[src/rtl/counter_pkg.sv]
// Shared definitions for the word-frequency counters.
package counter_pkg;

  localparam int COUNT_WIDTH = 16;

  typedef enum logic [1:0] {
    IDLE  = 2'd0,
    COUNT = 2'd1,
    DONE  = 2'd2
  } state_t;

endpackage

[src/rtl/down_counter.sv]
// Loadable down-counter: accepts a start value, decrements on enable to zero,
// then pulses done for one cycle before returning to idle.
//
// state | meaning
// IDLE  | waiting for a load; load_ready high
// COUNT | decrementing on enable; leaves once the count is zero
// DONE  | one-cycle completion pulse, count held at zero
module down_counter
  import counter_pkg::*;
#(
  parameter int WIDTH = COUNT_WIDTH
) (
  input  logic             clk,
  input  logic             reset,
  input  logic             enable,
  input  logic             load_valid,
  input  logic [WIDTH-1:0] load_dat,
  output logic             load_ready,
  output logic [WIDTH-1:0] dat_out,
  output logic             zero,
  output logic             busy,
  output logic             done
);

  state_t           state, state_nxt;
  logic [WIDTH-1:0] cnt, cnt_nxt;

  always_comb begin
    state_nxt = state;
    cnt_nxt   = cnt;
    case (state)
      IDLE: begin
        if (load_valid && load_ready) begin
          cnt_nxt   = load_dat;
          state_nxt = COUNT;
        end
      end
      COUNT: begin
        // Zero check comes first so the decrement can never wrap.
        if (cnt == '0) begin
          state_nxt = DONE;
        end else if (enable) begin
          cnt_nxt = cnt - 1'b1;
        end
      end
      DONE: begin
        state_nxt = IDLE;
      end
      default: begin
        state_nxt = IDLE;
      end
    endcase
  end

  always_ff @(posedge clk) begin
    if (reset) begin
      state <= IDLE;
      cnt   <= '0;
    end else begin
      state <= state_nxt;
      cnt   <= cnt_nxt;
    end
  end

  assign load_ready = (state == IDLE) && !reset;
  assign dat_out    = cnt;
  assign zero       = (cnt == '0);
  assign busy       = (state == COUNT) || (state == DONE);
  assign done       = (state == DONE);

endmodule

[config.mk]
export PLATFORM = sky130hd
export DESIGN_NAME = down_counter
export DESIGN_NICKNAME = d
export VERILOG_FILES = /design/src/rtl/counter_pkg.sv /design/src/rtl/down_counter.sv
export SDC_FILE = /design/constraint.sdc
export NUM_CORES = 1
export LEC_CHECK = 0
export BUFFER_PORTS_ARGS = -buffer_cell sky130_fd_sc_hd__buf_2
export CORE_MARGIN = 2
export CORE_UTILIZATION = 50
export CTS_CLUSTER_DIAMETER = 30
export DETAILED_ROUTE_END_ITERATION = 16
export PLACE_DENSITY = 0.78
export REMOVE_ABC_BUFFERS = 1
export SLEW_MARGIN = 20
export SYNTH_ARGS = -nofsm -noshare
export SYNTH_HDL_FRONTEND = slang
export SYNTH_SLANG_ARGS = --single-unit
[constraint.sdc]
create_clock -name clk -period 2.3 [get_ports clk]
set_clock_uncertainty 0.15 [all_clocks]
set_input_delay 0.23 -clock clk [delete_from_list [all_inputs] [get_ports clk]]
set_output_delay 0.23 -clock clk [all_outputs]
set_load 0.03 [all_outputs]
; Yosys cells after proc, flatten, opt, wreduce, memory -nomap -nowiden
; Cells that the tools add are included.
[totals]
reg_bits = 18
output_inout_bits = 20
inputBits = 20
word_cells = 25
[classes]
n_mux = 7
addsub = 1
reduce_logical = 9
eq_ne = 6
[op_table]
columns = operator, n
row1 = two-way mux 16 bit, 3
row2 = case mux 16 bit (2 select lines), 1
row3 = zero test 16 bit, 1
row4 = subtractor 16 x 1 -> 16 bit (second input constant), 1
row5 = != test 2 bit (second input constant), 4
row6 = two-way mux 2 bit, 2
row7 = case mux 2 bit (2 select lines), 1
row8 = AND reduction 4 bit, 1
row9 = equality test 2 x 1 -> 1 bit (second input constant), 1
row10 = equality test 2 bit (second input constant), 1
row11 = logical AND 1 bit, 2
row12 = zero test 2 bit, 1
row13 = AND reduction 2 bit, 1
row14 = nonzero test 2 bit, 1
row15 = zero test 1 bit, 1
row16 = logical OR 1 bit, 1

; Logic depth before layout (Yosys ltp)
; Gate-level depths: netlist of the first run.
[logic_depth]
ltp_word = 5
mapped_depth = 9
depth_no_buf = 7

; Worst setup path before layout of the first run
; No wires, ideal clock.
[synth_timing]
path_kind = reg-to-reg
from = register cnt[0] (netlist: dat_out[0])
to = register cnt[11] (netlist: dat_out[11])
path_stages_with_launch = 9
setup_ps = 70
arrival_time_ps = 2034
setup_slack_ps = 46
path_buffers = 1
path_cell_list = dfxtp_1 -> inv_1 -> ha_1 -> nor4b_4 -> nand4_2 -> a32oi_4 -> buf_6 -> o21ai_1 -> a21oi_2
[synth_via]
elab_chain_len = 4
elab_cells_between_ends = 7
[synth_rtl]
columns = item, line
row1 = from (decl), down_counter.sv:26  ; logic [WIDTH-1:0] cnt, cnt_nxt;
row2 = from (signal assigned), down_counter.sv:61  ; cnt <= cnt_nxt;
row3 = subtractor 16 x 1 -> 16 bit, down_counter.sv:43  ; cnt_nxt = cnt - 1'b1;
row4 = two-way mux 16 bit, down_counter.sv:42  ; end else if (enable) begin
row5 = two-way mux 16 bit, down_counter.sv:40  ; if (cnt == '0) begin
row6 = case mux 16 bit (2 select lines), down_counter.sv:31  ; case (state)
; Parallel ways exist; a longest one is shown, timed or not. The select of a mux whose other input is x is not followed.
; A chain may end at the register's enable or synchronous reset.

; Worst setup path after layout of the first run
[layout_timing]
from = register cnt[0] (netlist: dat_out[0])
to = register cnt[1] (netlist: dat_out[1])
; The elaborated chain is that of the path after synthesis.

==> results.md, run 1 <==
* Outcome: finished, final reports clean
* Core Rows at 18
* Startpoint types: register
* First-pass GRT wire length at 5.26 mm
* Max-cap violations at 0
* Post-Synth XOR/XNOR Area at 0.688%
* Peak supply drop at 1.02 mV
* Hold slack at 105 ps
* CP Buf/Inv Count at 2
* Post-Place Cells at 231
* Worst skew pair latency at 310 ps
* Initial Utilization at 51.9%
* Crit Path Category: reg2reg
* Cell Area, Synth at 1270 um2
* Overall power at 2.40 mW
* Max Buffers Root-to-Sink at 2
* Maximum clock frequency at 0.464 GHz
* Buffers on Ports at 39
* Synth Flop Type: dfxtp_1
* Ys async rst share at 0%
* Yosys warning total at 0
* GRT overflow at 0
* N_diodes at 0
* Hold Buf Count CTS at 0
* Hold Path Class: in2reg
* Cell Count, Final, Fillers Out at 235
* Layout area overhead at 23.5%
* Via-to-Cell Ratio at 5.63
* WL/cell at 13.5 um
* Compound-Gate Fraction of Synth Area at 31.3%
* Core area at 2450 um2
* Post-cts resize count at 0
* Die width at 54.5 um
* Initial antenna violation count at 0
* RSZ-0062 raised after global routing: no
* Worst stage delay on the critical path at 350 ps
* Clock sink count at 18
* DRT Wirelength at 3.18 mm
* Routed Antenna Nets at 0
* Clk root buf: clkbuf_4
* Syn_area_per_cell at 7.91 um2
* Layout Nets at 231
* Fin. max-slew vios at 0
* Post-CTS setup buffers at 0
* Vias in the first global route at 1222
* Met1 usage at 30.7%
* Layout cells sized above 1 at 33.7%
* Largest net degree at the start of global routing at 21
* Final Cell Area at 1570 um2
* Placer Congestion at 0.843
* Post-Synthesis Cells at 161
* Clock transition at the registers of the reported paths at 120 ps
* Data arrival, critical path at 2230 ps
* Htree depth at 1
* Largest family of logic cells by synthesized area: compound AO/OA/AOI/OAI gates
* Die area at 2970 um2
* Setup_tns at 0 ps
* Starting DRT DRC Count at 29
* GRT busiest layer: met2
* Slew margin rel. at 70.0%
* Post-synthesis mux area share at 3.34%
* Pwr dens at 1530 nW/um2
* CTS tree: done
* Hpwl dp at 2.35 mm
* Met3 Track Usage GR at 2.73%
* Synth unique cells at 38
* CP top delay family: compound AO/OA/AOI/OAI gates
* Post-Synth Simple-Gate Area at 25.0%
* Crit-path max FO at 16
* Post-synthesis sequential area ratio at 28.3%
* Setup crit end kind: register
* Top Ports at 40
* Residual DRC at 0
* Final hold viol count at 0
* Worst path slowest cell: dfxtp_1
* Vias at 1324
* CP Cell Sequence: inv_1 > ha_1 > nor4b_4 > nand4_2 > a32oi_4 > buf_4 > a211oi_1 > a211oi_1
* Slew @ Worst Pin at 448 ps
* Most frequent cell on the critical path: a211oi_1
* Post-synth EDFFs at 0
* Fin crit period at 2150 ps
* Lkg Pwr at 0.691 nW
* Endpoints failing setup at 0
* GR Util met2 at 40.6%
* Critical Path RT at 2370 ps
* CTS buffer count at 3
* Final period util at 93.7%
* Die Height at 54.5 um
* Placed inst area at 1540 um2
* Gr usage total at 24.0%
* Number of synthesized register bits at 18
* Post-Synth Adder-Cell Area at 4.91%
* Pre-antenna DRT Iters at 4
## state kept, by name, summed over array words and instances, names as in the netlist
signal   count
dat_out     16
state        2
## path summary, 6_finish.rpt
check              start           to  slack, ps  cells after the start
max           dat_out[0]   dat_out[1]        150                      8
min          load_dat[5]   dat_out[5]        110                      3
max reg2reg   dat_out[0]   dat_out[1]        150                      8
min reg2reg  dat_out[10]  dat_out[10]        360                      2
## worst min-delay path: stages
cell and delay (ps):
buf_2 100, mux2i_1 110, o32ai_1 80
## synthesized netlist by cell type (all sizes together) (3+ instances only)
cell type | n | share of area (%)
a21oi | 22 | 11
dfxtp | 18 | 28
nand2 | 15 | 4.4
nor2 | 15 | 4.4
o21ai | 12 | 5.3
clkbuf | 8 | 2.4
inv | 8 | 2.4
nand2b | 6 | 2.9
a21o | 5 | 2.9
ha | 5 | 4.9
nand3 | 5 | 2.0
nor3 | 5 | 2.0
nor2b | 3 | 1.5
nor4 | 3 | 1.5
o2bb2ai | 3 | 2.1
o32ai | 3 | 2.1
## routing by layer
| layer | wire length [um] | up-vias |
|---|---|---|
| li1 | - | 670 |
| met1 | 1520 | 619 |
| met2 | 1490 | 30 |
| met3 | 125 | 5 |
| met4 | 46 | 0 |
| met5 | 0 | - |
## cells by family after synthesis
logic type / after synthesis
mux: 4
simple gates: 60
fa+ha+maj: 5
compound gates: 55
buf+inv: 18
flops: 18
xor+xnor: 1
## report_power, final
group / internal, mW / switching [mW]
Combinational: 0.644 / 1.05
Sequential: 0.400 / 0.108
Clock: 0.0967 / 0.108
Total: 1.14 / 1.26
## area by class of cell
| class | count | area, um2 |
|---|---|---|
| fill | 235 | 882 |
| multi-input combinational | 125 | 831 |
| sequential | 18 | 360 |
| timing repair buffer | 50 | 278 |
| tap | 30 | 37.5 |
| clock buffer | 4 | 36.3 |
| inverter | 8 | 30.0 |
## metrics by stage
stage               utilization (%)  worst slack (ps)
finish                         64.1               145
global placement               62.6               290
floorplan                         -              -177
detailed placement             62.6               187
global route                   64.1              1.51
CTS                            64.1               144
## placed cells by master (no fill, tap or decap), types with 5 or more instances in the layout
cell type,Yosys,layout
buf_2,0,39
nand2_1,15,15
o21ai_1,8,8
dfxtp_1,18,18
ha_1,5,5
nand3_1,5,5
inv_1,8,8
a21o_1,5,5
nand2b_1,6,6
a21oi_1,14,14
buf_4,0,11
nor3_1,5,5
a21oi_2,8,8
nor2_1,15,15
No activity file was read; power rests on OpenSTA's default activity.
==> inputs of run 2 (changes only) <==
--- a/config.mk
+++ b/config.mk
@@ -5,12 +5,14 @@
 export SDC_FILE = /design/constraint.sdc
 export NUM_CORES = 1
 export LEC_CHECK = 0
+export ABC_CLOCK_PERIOD_IN_PS = 2300
 export BUFFER_PORTS_ARGS = -buffer_cell sky130_fd_sc_hd__buf_2
 export CORE_MARGIN = 2
 export CORE_UTILIZATION = 50
 export CTS_CLUSTER_DIAMETER = 30
 export DETAILED_ROUTE_END_ITERATION = 16
 export PLACE_DENSITY = 0.78
+export RECOVER_POWER = 100
 export REMOVE_ABC_BUFFERS = 1
 export SLEW_MARGIN = 20
 export SYNTH_ARGS = -nofsm -noshare
==> run 2 against run 1 <==
Net effect: wire length is 0.72% lower; core utilization shrank 1.2 points; global-route usage unchanged; die area did not move; via count increased by 0.30%; count of clock-buffer cells in the layout is the same; final area decreased by 1.8%; register-to-register slack about the same; total power is 1.7% lower; sequential power hardly changed; critical endpoint is now dat_out[12].
==> results.md, run 2 (same netlist as run 1, synthesis figures left out) <==
* Hold slack at 106 ps (+1.21 ps)
* CP Buf/Inv Count at 2 (unchanged)
* Clk root buf: clkbuf_4
* Endpoints failing setup at 0 (unchanged)
* Slew @ Worst Pin at 455 ps (+6.33 ps)
* Max-cap violations at 0 (unchanged)
* Setup crit end kind: register
* Lkg Pwr at 0.615 nW (-11%)
* Top Ports at 40 (unchanged)
* Vias at 1328 (+0.30%)
* Die Height at 54.5 um (unchanged)
* Peak supply drop at 1.01 mV (-0.96%)
* Post-route setup slack at 160 ps (+14.5 ps)
* Hold Buf Count CTS at 0 (unchanged)
* Gr usage total at 24.0% (unchanged)
* Clock transition at the registers of the reported paths at 110 ps (about the same)
* Commonest non-fill, non-tap cell in the layout: buf_2
* Outcome: finished, final reports clean
* CP Cell Sequence: inv_1 > ha_1 > nor4b_4 > nand4_2 > a32oi_4 > clkbuf_2 > o21ai_0 > a21oi_2
* N_diodes at 0 (unchanged)
* Initial Utilization at 51.9% (unchanged)
* Startpoint types: register
* Worst skew pair latency at 310 ps (about the same)
* Largest net degree at the start of global routing at 21 (unchanged)
* Fin. max-slew vios at 0 (unchanged)
* Core Rows at 18 (unchanged)
* Layout cells sized above 1 at 24.4% (-9.3 points)
* Pre-antenna DRT Iters at 4 (unchanged)
* Placer Congestion at 0.843 (unchanged)
* Hpwl dp at 2.35 mm (unchanged)
* Clock sink count at 18 (unchanged)
* Htree depth at 1 (unchanged)
* RSZ-0062 raised after global routing: no
* CTS tree: done
* Final hold viol count at 0 (unchanged)
* Post-cts resize count at 0 (unchanged)
* First-pass GRT wire length at 5.26 mm (unchanged)
* Vias in the first global route at 1222 (unchanged)
* Hold Path Class: in2reg
* Max reg flops at 16 (unchanged)
* Core area at 2450 um2 (unchanged)
* Die area at 2970 um2 (unchanged)
* Setup Slack @ Placement at 187 ps (unchanged)
* Routed Antenna Nets at 0 (unchanged)
* CP top delay family: compound AO/OA/AOI/OAI gates
* Worst path slowest cell: dfxtp_1
* Pwr dens at 1530 nW/um2 (+0.15%)
* Buffers on Ports at 39 (unchanged)
* Die width at 54.5 um (unchanged)
* Fin util at 62.9% (-1.2 points)
* Layout Nets at 231 (unchanged)
* Via-to-Cell Ratio at 5.65 (+0.30%)
* WL/cell at 13.4 um (-0.72%)
* CTS buffer count at 3 (unchanged)
* Maximum clock frequency at 0.467 GHz (+0.68%)
* Crit-path max FO at 9 (-7)
* Starting DRT DRC Count at 31 (+6.9%)
* Initial antenna violation count at 0 (unchanged)
* Slew margin rel. at 69.6% (-0.42 points)
* Layout area overhead at 21.2%
* DRT Wirelength at 3.15 mm (-0.72%)
* Critical Path RT at 2400 ps (+30 ps)
* Worst stage delay on the critical path at 350 ps (about the same)
* Fillers at 243 (+3.4%)
* Data arrival, critical path at 2240 ps (about the same)
* Post-CTS setup buffers at 0 (unchanged)
* Most frequent cells in the layout: 20 x buf_2, 18 x dfxtp_1, 18 x clkbuf_1
* Fin crit period at 2140 ps (-14.5 ps)
* GRT overflow at 0 (unchanged)
* Residual DRC at 0 (unchanged)
* Max Buffers Root-to-Sink at 2 (unchanged)
* Final period util at 93.1% (-0.63 points)
* Crit Path Category: reg2reg
-- run 2: worst paths after layout --
kind,startpoint,to,slack (ps),depth (start not counted)
max,dat_out[0],dat_out[12],160,8
min,load_dat[5],dat_out[5],110,3
max reg2reg,dat_out[0],dat_out[12],160,8
min reg2reg,dat_out[10],dat_out[10],360,2
-- run 2: worst reg2reg max path, delay by kind of cell (launching register included) --
kind	cells	cell delay [ps]
adder cells (fa/ha/maj)	1	230
AND/OR/NAND/NOR	2	470
buffers and inverters	2	350
flip-flops	1	350
AO/OA/AOI/OAI	3	530
-- run 2: routing by layer --
layer	vias to the layer above	part of all wire (%)	track usage (%)
met1	609	46	30.7
li1	669	-	-
met4	0	1.5	10.4
met2	45	47	40.6
met3	5	5.4	2.73
met5	-	0	0
-- run 2: report_power, final --
group          switching (mW)  internal [mW]
clock                   0.106         0.0967
sequential              0.108          0.400
combinational            1.04          0.613
-- run 2: through the flow --
stage / total power, mW / TNS, ps / cell area, um2 / instances
finish: 2.36 / 0 / 1540 / 235
floorplan: 1.69 / -1960 / 1220 / 151
global placement: 2.14 / 0 / 1540 / 231
detailed placement: 2.18 / 0 / 1540 / 231
CTS: 2.39 / 0 / 1570 / 235
global route: 2.58 / 0 / 1540 / 235
-- run 2: layout make-up --
class                      count  area, um2  share of cell area [%]
multi-input combinational    125        827                    53.6
sequential                    18        360                    23.3
timing repair buffer          50        253                    16.4
tap                           30       37.5                    2.43
clock buffer                   4       36.3                    2.35
inverter                       8       30.0                    1.94
